$ cat src/rtl/obi_wb_responder_if.sv
// OBI responder bus bundle: core-facing OBI request/response plus Wishbone classic master signals.
// Latency: none, signal grouping only.
// Backpressure: carried by obi_gnt_o on the OBI side and wb_ack_i on the Wishbone side.
interface obi_wb_responder_if;
   // OBI side
   logic        obi_req_i;
   logic        obi_gnt_o;
   logic [31:0] obi_addr_i;
   logic        obi_we_i;
   logic [3:0]  obi_be_i;
   logic [31:0] obi_wdata_i;
   logic        obi_rvalid_o;
   logic [31:0] obi_rdata_o;
   logic        obi_err_o;
   // Wishbone side
   logic        wb_cyc_o;
   logic        wb_stb_o;
   logic        wb_we_o;
   logic [3:0]  wb_sel_o;
   logic [31:0] wb_addr_o;
   logic [31:0] wb_data_o;
   logic [31:0] wb_data_i;
   logic        wb_ack_i;

   // The responder itself: OBI slave, Wishbone master.
   modport slave (
      input  obi_req_i, obi_addr_i, obi_we_i, obi_be_i, obi_wdata_i,
      output obi_gnt_o, obi_rvalid_o, obi_rdata_o, obi_err_o,
      output wb_cyc_o, wb_stb_o, wb_we_o, wb_sel_o, wb_addr_o, wb_data_o,
      input  wb_data_i, wb_ack_i
   );

   // The surroundings: the core issuing OBI requests and the memory answering Wishbone cycles.
   modport master (
      output obi_req_i, obi_addr_i, obi_we_i, obi_be_i, obi_wdata_i,
      input  obi_gnt_o, obi_rvalid_o, obi_rdata_o, obi_err_o,
      input  wb_cyc_o, wb_stb_o, wb_we_o, wb_sel_o, wb_addr_o, wb_data_o,
      output wb_data_i, wb_ack_i
   );
endinterface

$ cat src/rtl/obi_wb_responder.sv
// OBI responder: turns each granted OBI request into one Wishbone classic cycle, with optional timeout.
// Latency: gnt at N, stb at N+1, rvalid one cycle after ack (N+2 for zero wait states) or after timeout.
// Backpressure: gnt only in IDLE, so at most one transaction is outstanding; responses strictly in order.
module obi_wb_responder #(
   parameter int          TIMEOUT_CYCLES = 0,
   parameter logic [31:0] ERR_RDATA      = 32'h0000_0000
) (
   input  logic                clk,
   input  logic                rst_n,
   obi_wb_responder_if.slave   bus
);

   // Counter is at least one bit wide so a disabled timeout still elaborates cleanly.
   localparam int CW = (TIMEOUT_CYCLES > 0) ? $clog2(TIMEOUT_CYCLES + 1) : 1;
   localparam logic [CW-1:0] TMO_LAST = (TIMEOUT_CYCLES > 0) ? CW'(TIMEOUT_CYCLES - 1) : '0;
   localparam bit TMO_EN = (TIMEOUT_CYCLES > 0);

   typedef enum logic {IDLE, BUS} state_t;

   state_t        state;
   logic          cyc;
   logic          stb;
   logic          we;
   logic [3:0]    sel;
   logic [31:0]   addr;
   logic [31:0]   wdata;
   logic          rvalid;
   logic [31:0]   rdata;
   logic          err;
   logic [CW-1:0] tmo_cnt;
   logic          gnt;
   logic          tmo_hit;

   // Address phase is accepted combinationally, but only while no transaction is in flight.
   assign gnt = (state == IDLE) && bus.obi_req_i;

   // Abort when the current BUS cycle is the last one allowed and it carries no ack.
   assign tmo_hit = TMO_EN && (tmo_cnt == TMO_LAST);

   assign bus.obi_gnt_o    = gnt;
   assign bus.obi_rvalid_o = rvalid;
   assign bus.obi_rdata_o  = rdata;
   assign bus.obi_err_o    = err;
   assign bus.wb_cyc_o     = cyc;
   assign bus.wb_stb_o     = stb;
   assign bus.wb_we_o      = we;
   assign bus.wb_sel_o     = sel;
   assign bus.wb_addr_o    = addr;
   assign bus.wb_data_o    = wdata;

   // Transaction FSM: latch request in IDLE, run the Wishbone cycle in BUS, emit a one-cycle response.
   always_ff @(posedge clk or negedge rst_n) begin
      if (!rst_n) begin
         state   <= IDLE;
         cyc     <= 1'b0;
         stb     <= 1'b0;
         we      <= 1'b0;
         sel     <= 4'h0;
         addr    <= 32'h0;
         wdata   <= 32'h0;
         rvalid  <= 1'b0;
         rdata   <= 32'h0;
         err     <= 1'b0;
         tmo_cnt <= '0;
      end else begin
         // rvalid is a pulse; rdata/err keep their last values between responses.
         rvalid <= 1'b0;
         case (state)
            IDLE: begin
               if (gnt) begin
                  addr    <= bus.obi_addr_i;
                  we      <= bus.obi_we_i;
                  sel     <= bus.obi_be_i;
                  wdata   <= bus.obi_wdata_i;
                  cyc     <= 1'b1;
                  stb     <= 1'b1;
                  tmo_cnt <= '0;
                  state   <= BUS;
               end
            end
            BUS: begin
               if (bus.wb_ack_i) begin
                  // Ack has priority over a timeout expiring in the same cycle.
                  rdata  <= we ? 32'h0 : bus.wb_data_i;
                  err    <= 1'b0;
                  rvalid <= 1'b1;
                  cyc    <= 1'b0;
                  stb    <= 1'b0;
                  state  <= IDLE;
               end else if (tmo_hit) begin
                  rdata  <= ERR_RDATA;
                  err    <= 1'b1;
                  rvalid <= 1'b1;
                  cyc    <= 1'b0;
                  stb    <= 1'b0;
                  state  <= IDLE;
               end else if (TMO_EN) begin
                  tmo_cnt <= tmo_cnt + CW'(1);
               end
            end
            default: state <= IDLE;
         endcase
      end
   end

endmodule

$ cat src/flat_wrapper.sv
// flat-port wrapper written by rule: the top's interface ports become plain ports
module obi_wb_responder_flat 
#(
   parameter int          TIMEOUT_CYCLES = 0,
   parameter logic [31:0] ERR_RDATA      = 32'h0000_0000
)
  (clk, rst_n, bus_obi_req_i, bus_obi_addr_i, bus_obi_we_i, bus_obi_be_i, bus_obi_wdata_i, bus_obi_gnt_o, bus_obi_rvalid_o, bus_obi_rdata_o, bus_obi_err_o, bus_wb_cyc_o, bus_wb_stb_o, bus_wb_we_o, bus_wb_sel_o, bus_wb_addr_o, bus_wb_data_o, bus_wb_data_i, bus_wb_ack_i);
  obi_wb_responder_if bus_i ();
  input  logic clk;
  input  logic rst_n;
  input wire logic [$bits(bus_i.obi_req_i)-1:0] bus_obi_req_i;
  input wire logic [$bits(bus_i.obi_addr_i)-1:0] bus_obi_addr_i;
  input wire logic [$bits(bus_i.obi_we_i)-1:0] bus_obi_we_i;
  input wire logic [$bits(bus_i.obi_be_i)-1:0] bus_obi_be_i;
  input wire logic [$bits(bus_i.obi_wdata_i)-1:0] bus_obi_wdata_i;
  output wire logic [$bits(bus_i.obi_gnt_o)-1:0] bus_obi_gnt_o;
  output wire logic [$bits(bus_i.obi_rvalid_o)-1:0] bus_obi_rvalid_o;
  output wire logic [$bits(bus_i.obi_rdata_o)-1:0] bus_obi_rdata_o;
  output wire logic [$bits(bus_i.obi_err_o)-1:0] bus_obi_err_o;
  output wire logic [$bits(bus_i.wb_cyc_o)-1:0] bus_wb_cyc_o;
  output wire logic [$bits(bus_i.wb_stb_o)-1:0] bus_wb_stb_o;
  output wire logic [$bits(bus_i.wb_we_o)-1:0] bus_wb_we_o;
  output wire logic [$bits(bus_i.wb_sel_o)-1:0] bus_wb_sel_o;
  output wire logic [$bits(bus_i.wb_addr_o)-1:0] bus_wb_addr_o;
  output wire logic [$bits(bus_i.wb_data_o)-1:0] bus_wb_data_o;
  input wire logic [$bits(bus_i.wb_data_i)-1:0] bus_wb_data_i;
  input wire logic [$bits(bus_i.wb_ack_i)-1:0] bus_wb_ack_i;
  assign bus_i.obi_req_i = bus_obi_req_i;
  assign bus_i.obi_addr_i = bus_obi_addr_i;
  assign bus_i.obi_we_i = bus_obi_we_i;
  assign bus_i.obi_be_i = bus_obi_be_i;
  assign bus_i.obi_wdata_i = bus_obi_wdata_i;
  assign bus_obi_gnt_o = bus_i.obi_gnt_o;
  assign bus_obi_rvalid_o = bus_i.obi_rvalid_o;
  assign bus_obi_rdata_o = bus_i.obi_rdata_o;
  assign bus_obi_err_o = bus_i.obi_err_o;
  assign bus_wb_cyc_o = bus_i.wb_cyc_o;
  assign bus_wb_stb_o = bus_i.wb_stb_o;
  assign bus_wb_we_o = bus_i.wb_we_o;
  assign bus_wb_sel_o = bus_i.wb_sel_o;
  assign bus_wb_addr_o = bus_i.wb_addr_o;
  assign bus_wb_data_o = bus_i.wb_data_o;
  assign bus_i.wb_data_i = bus_wb_data_i;
  assign bus_i.wb_ack_i = bus_wb_ack_i;
  obi_wb_responder #(.TIMEOUT_CYCLES(TIMEOUT_CYCLES), .ERR_RDATA(ERR_RDATA)) u_core (.clk(clk), .rst_n(rst_n), .bus(bus_i));
endmodule
$ cat config.mk
export PLATFORM = sky130hd
export DESIGN_NAME = obi_wb_responder_flat
export DESIGN_NICKNAME = d
export VERILOG_FILES = /design/src/rtl/obi_wb_responder_if.sv /design/src/rtl/obi_wb_responder.sv /design/src/flat_wrapper.sv
export SDC_FILE = /design/constraint.sdc
export NUM_CORES = 1
export LEC_CHECK = 0
export CAP_MARGIN = 20
export CORE_MARGIN = 10
export CORE_UTILIZATION = 37
export DETAILED_ROUTE_END_ITERATION = 8
export HOLD_SLACK_MARGIN = 0.06
export PLACE_DENSITY = 0.73
export SYNTH_ARGS = -nofsm -noshare
export SYNTH_HDL_FRONTEND = slang
export SYNTH_SLANG_ARGS = --single-unit
$ cat constraint.sdc
create_clock -name clk -period 1.34 [get_ports clk]
set_input_delay 0.335 -clock clk [delete_from_list [all_inputs] [get_ports clk]]
set_output_delay 0.335 -clock clk [all_outputs]
set_load 0.02 [all_outputs]
# ---- Word-level counts from Yosys, hierarchy flattened
# Cells that the tools add are included.
dict set report word_totals {
  reg_bits 104
  input_bits 105
  word_cells 24
}
dict set report classes {
  eq_ne 2
  mux 9
  n_bitwise 1
  n_reduce_logical 4
}
# cell n
set op_table {}
lappend op_table {{2-to-1 mux 32 bit} 1}
lappend op_table {{2-to-1 mux 1 bit} 6}
lappend op_table {{AND reduction 2 bit} 3}
lappend op_table {{inequality test 2 bit, second input constant} 2}
lappend op_table {{one-hot mux 1 bit (2 select lines)} 2}
lappend op_table {{logical AND 1 bit} 1}
lappend op_table {{NOT 1 bit} 1}

# ---- Depth between registers and ports, before layout
dict set report depth {
  word_depth 4
  ltp_mapped 4
  mapped_depth_nobuf 2
}

# ---- Worst setup path after synthesis
# OpenSTA, ideal clock, no wires.
dict set report synth_path {
  path_type {flip-flop to flip-flop}
  startpoint {reg u_core.state}
  endpoint {reg u_core.addr[10] (netlist: u_core.bus.wb_addr_o[10])}
  setup_ns 0.125
  arrival_ns 1.157
  required_ns 1.215
  slack_ns 0.058
  stages_incl_launch_ff 5
  n_path_buf 2
  path_cell_list {dfrtp_1 nor2b_2 buf_6 buf_12 mux2_4}
}
dict set report synth_between {
  elab_chain_len 3
}
# item line_no
set synth_rtl {}
lappend synth_rtl {{start, declared} obi_wb_responder.sv:20} ;# state_t state;
lappend synth_rtl {{start signal, assigned} obi_wb_responder.sv:54} ;# state <= IDLE;
lappend synth_rtl {{start signal, assigned} obi_wb_responder.sv:78} ;# state <= BUS;
lappend synth_rtl {{start signal, assigned} obi_wb_responder.sv:89} ;# state <= IDLE;
lappend synth_rtl {{NOT 1 bit} --}
lappend synth_rtl {{logical AND 1 bit} obi_wb_responder.sv:35} ;# assign gnt = (state == IDLE) && bus.obi_req_i;
lappend synth_rtl {{named net bus_obi_gnt_o} flat_wrapper.sv:16} ;# output wire logic [$bits(bus_i.obi_gnt_o)-1:0] bus_obi_gnt_o;
lappend synth_rtl {{AND reduction 2 bit (no line)} --}
lappend synth_rtl {{end signal, assigned} obi_wb_responder.sv:71} ;# addr <= bus.obi_addr_i;
lappend synth_rtl {{end, declared} obi_wb_responder.sv:25} ;# logic [31:0] addr;
# The timed path passes the listed nets, and every way through them passes these cells.
# A chain may end at the register's enable or synchronous reset.

# ---- Final worst setup path
dict set report layout_path {
  startpoint {reg u_core.state}
  endpoint {reg u_core.wdata[2] (netlist: u_core.bus.wb_data_o[2])}
}
dict set report layout_between {
  elab_chain_len 3
}
# item line_no
set layout_rtl {}
lappend layout_rtl {{NOT 1 bit (*)} --}
lappend layout_rtl {{logical AND 1 bit} obi_wb_responder.sv:35}
lappend layout_rtl {{AND reduction 2 bit (no line) (*)} --}
lappend layout_rtl {{end signal, assigned} obi_wb_responder.sv:74} ;# wdata <= bus.obi_wdata_i;
lappend layout_rtl {{end, declared} obi_wb_responder.sv:26} ;# logic [31:0] wdata;
# Every way passes the cells marked *; elsewhere a longest branch is shown, timed or not.

==> PnR_summary.wiki <==
{| class="wikitable"
! Metric !! Value
|-
| Horizontal die dimension || about 130 um
|-
| Post-Route Skew || roughly 0.0084 ns
|-
| H-tree depth || 3
|-
| Starting DRC count in detailed routing || 81
|-
| Seq pwr share || 0.384
|-
| Count of TritonRoute iterations in the first routing pass || 2
|-
| Startpoint kind of the worst setup timing path || register
|-
| Area share of the largest cell type after synthesis || 0.583
|-
| Number of cells on the worst reg-to-reg path || 6
|-
| Placer congestion estimate || 0.707
|-
| Drc violations || 0
|-
| Req. time, crit path || 1.58 ns
|-
| Remaining Overflow, GRT || 0
|-
| Largest net degree at the start of global routing || 54
|-
| Worst Path Arrival || 1.72 ns
|-
| Number of max-capacitance violations reported || 0
|-
| Tightest Hold Check Type || in2reg
|-
| Share of the clock period used by the worst path after layout || 1.11
|-
| Int Pwr || 7.64 mW
|-
| Combinational fraction of design power || 0.381
|-
| Failing checks || negative setup slack
|-
| Avg Cell Area, Syn || 17.1 um^2
|-
| Diode count || 0
|-
| R2r endpoint || u_core.bus.wb_data_o[2]
|-
| Max Fclk || 673 MHz
|-
| Sw frac || 0.335
|-
| Largest voltage drop on the vdd net || 822 uV
|-
| First-pass GRT wire length || 19800 um
|-
| Number of sinks driven by the clock tree || between 100 and 150
|-
| Number of fill cells in the layout || 1002
|-
| Post-DP HPWL || approximately 9300 um
|-
| Synth-to-Final Area Change || 53.9%
|-
| Count of state elements after synthesis || 104
|-
| Sequential fraction of the synthesis area || 0.583
|-
| Register area || 2600 um^2
|-
| Largest fanout on the critical path || 6
|-
| Hold Path Depth || 3
|-
| Count of standard-cell rows || 40
|-
| Crit-path most repeated cell || buf_12
|-
| Die height || 130 um
|-
| Number of buffers between clock root and the deepest sink || 2
|-
| Layout cells sized above 1 || 0.506
|-
| Vias in the first global route || 3428
|-
| Area of the core || 11900 um^2
|-
| Pins Over Slew Limit || 0
|-
| Final min period || 1.48 ns
|-
| Clock root buffer || clkbuf_16
|-
| Clock tree from TritonCTS || done
|-
| Clock slew at reported path FFs || about 0.07 ns
|-
| Cell type with the highest aggregate area in the netlist || dfrtp_1
|-
| Total via count in the routed design || about 2900
|-
| Skew-Pair Late Insertion Delay || 0.35 ns
|-
| Final setup violation count || 70
|-
| Worst stage delay on the critical path || a little over 0.4 ns
|-
| Standard cell with the maximum stage delay on the critical path || dfrtp_1
|-
| PD cells || roughly 1700 nW/um^2
|-
| Total Neg Setup Slack || -5.63 ns
|-
| Capture endpoint of the worst hold path || u_core.state
|-
| Global-route total usage across every layer || 0.155
|-
| Synth area leaders || dfrtp_1 58%, mux2_4 23%, mux2_2 8.1%
|-
| Final hold violation count || 0
|-
| Cell area after technology mapping || 4460 um^2
|-
| Remaining antenna violation count after routing || 0
|-
| Inserted Clock Buffers || 9
|-
| Pre-CTS setup slack || -0.648 ns
|-
| Number of top-level design ports || 211
|-
| Leakage component of the power || 3.26 nW
|-
| Post-synthesis net count || around 370
|-
| Type of destination of the critical path || register
|-
| Origin of the worst min-delay path || bus_obi_req_i
|-
| Worst-case setup margin in the final layout || -0.145 ns
|-
| Worst setup slack for register-to-register paths || -0.14 ns
|-
| Number of distinct library cell variants in the gate-level netlist after synthesis || 17
|-
| Final routed wire length divided by cell count || 20.5 um
|-
| Power Total || between 10 and 15 mW
|-
| Status || finished, violations left
|-
| Total Wirelength || between 10000 and 15000 um
|-
| NumNets Final || between 500 and 600
|-
| I/O Buffers || around 210
|-
| Area of combinational cells with multiple inputs || between 1500 and 2000 um^2
|-
| Yosys Warn Count || 0
|-
| Post-Syn Instances || 261
|-
| Area enclosed by the die boundary || between 15000 and 20000 um^2
|-
| End-of-flow core utilization || 0.576
|-
| Cell-by-cell trace of the critical path || nor2b_4 > buf_12 > buf_12 > buf_12 > clkbuf_16 > mux2_4
|-
| Startpoint-to-endpoint class of the critical path || reg2reg
|-
| Starting density of the core || 0.374
|-
| Clock Power Share || 0.235
|-
| Startpoint of the worst register-to-register path || u_core.state
|-
| Unrepaired setup endpoints after global routing || yes
|-
| Number of antenna violations at the first check in global routing || 0
|-
| Per-cell via count in the routed design || between 4 and 5
|-
| Sw power || approximately 3.8 mW
|}
-- cell usage in the layout, fill, tap and decap left out, drive strengths merged --
| cell type | netlist | final |
|---|---|---|
| dlygate4sd2 | 0 | 1 |
| dfrtp | 104 | 104 |
| clkinvlp | 0 | 4 |
| mux2 | 101 | 101 |
| nand2 | 1 | 1 |
| nor2 | 1 | 1 |
| bufinv | 0 | 1 |
| clkbuf | 4 | 13 |
| nor2b | 33 | 33 |
| conb | 1 | 1 |
| o21a | 1 | 1 |
| clkdlybuf4s15 | 0 | 5 |
| buf | 12 | 125 |
| clkdlybuf4s50 | 0 | 102 |
| dlygate4sd3 | 0 | 1 |
| inv | 2 | 2 |
| o22ai | 1 | 1 |
| clkinv | 0 | 1 |
-- logic make-up after synthesis --
family | count (synthesis) | synth area share
and+or+nand+nor | 35 | 0.0491
other | 1 | 0.000841
muxes | 101 | 0.313
AOI/OAI and AO/OA | 2 | 0.00309
buffers and inverters | 18 | 0.0505
DFF | 104 | 0.583
-- through the flow --
step | hold slack, ns | std cells | instance area [um^2]
2_1_floorplan | 0.0394 | 261 | 4460
3_3_place_gp | 0.358 | 612 | 6660
3_5_place_dp | 0.364 | 612 | 6660
4_1_cts | 0.450 | 647 | 7070
5_1_grt | 0.465 | 645 | 6870
6_report | 0.457 | 645 | 6870
-- state kept, by name, indices dropped and copies added (netlist names) --
name	cells
u_core.bus.obi_rvalid_o	1
u_core.bus.wb_cyc_o	1
u_core.bus.wb_sel_o	4
u_core.bus.wb_we_o	1
u_core.bus.wb_data_o	32
u_core.state	1
u_core.bus.obi_rdata_o	32
u_core.bus.wb_addr_o	32
-- cell type report --
class	count	share of cell area
inverters	2	0.00109
clock buffers	10	0.0348
multi-input cells	139	0.239
well taps	147	0.0268
flip-flops and latches	104	0.379
clock inverters	6	0.0100
repair buffers	237	0.309
-- synth_stat cells (all sizes together) --
library cell  count
inv               2
mux2            101
o22ai             1
nor2b            33
nor2              1
nand2             1
clkbuf            4
dfrtp           104
buf              12
conb              1
o21a              1
-- layer usage --
metal	part of all wire	vias to the layer above	routed length [um]	track usage
met1	0.40	1471	5250	0.176
li1	-	1350	-	-
met3	0.079	13	1050	0.0552
met4	0.016	0	206	0.0655
met2	0.51	113	6710	0.260
met5	0	-	0	0
-- worst max path at each step --
stage               cells past startpoint     startpoint                        to
floorplan                               4   u_core.state  u_core.bus.wb_addr_o[10]
global placement                        3  bus_obi_req_i             bus_obi_gnt_o
detailed placement                      3  bus_obi_req_i             bus_obi_gnt_o
CTS                                     3   u_core.state             bus_obi_gnt_o
global route                            3   u_core.state             bus_obi_gnt_o
finish                                  6   u_core.state   u_core.bus.wb_data_o[2]
-- what timing repair did --
item / in CTS / in global routing
endpoints found under the setup margin: 176 / 119
gates resized for setup: 407 / 33
gates cloned: 8 / 3
setup buffers: 10 / 0
hold buffers: 1 / 0
endpoints found under the hold margin: 104 / 0
-- critical path: cells and delay by family (launching register included) --
kind	cells	cell delay, ns
buf+inv	4	0.50
flops	1	0.41
mux	1	0.29
simple gates	1	0.17
-- power groups by stage --
| stage | logic [mW] | registers (mW) | clock network, mW |
|---|---|---|---|
| after floorplan | 1.51 | 5.48 | 0 |
| after global placement | 4.86 | 4.46 | 0 |
| after detailed placement | 4.95 | 4.48 | 0 |
| after CTS | 4.63 | 4.43 | 2.77 |
| after global routing | 4.64 | 4.51 | 2.90 |
| final | 4.38 | 4.41 | 2.70 |
Note: power is estimated with default switching activity, not from simulation.
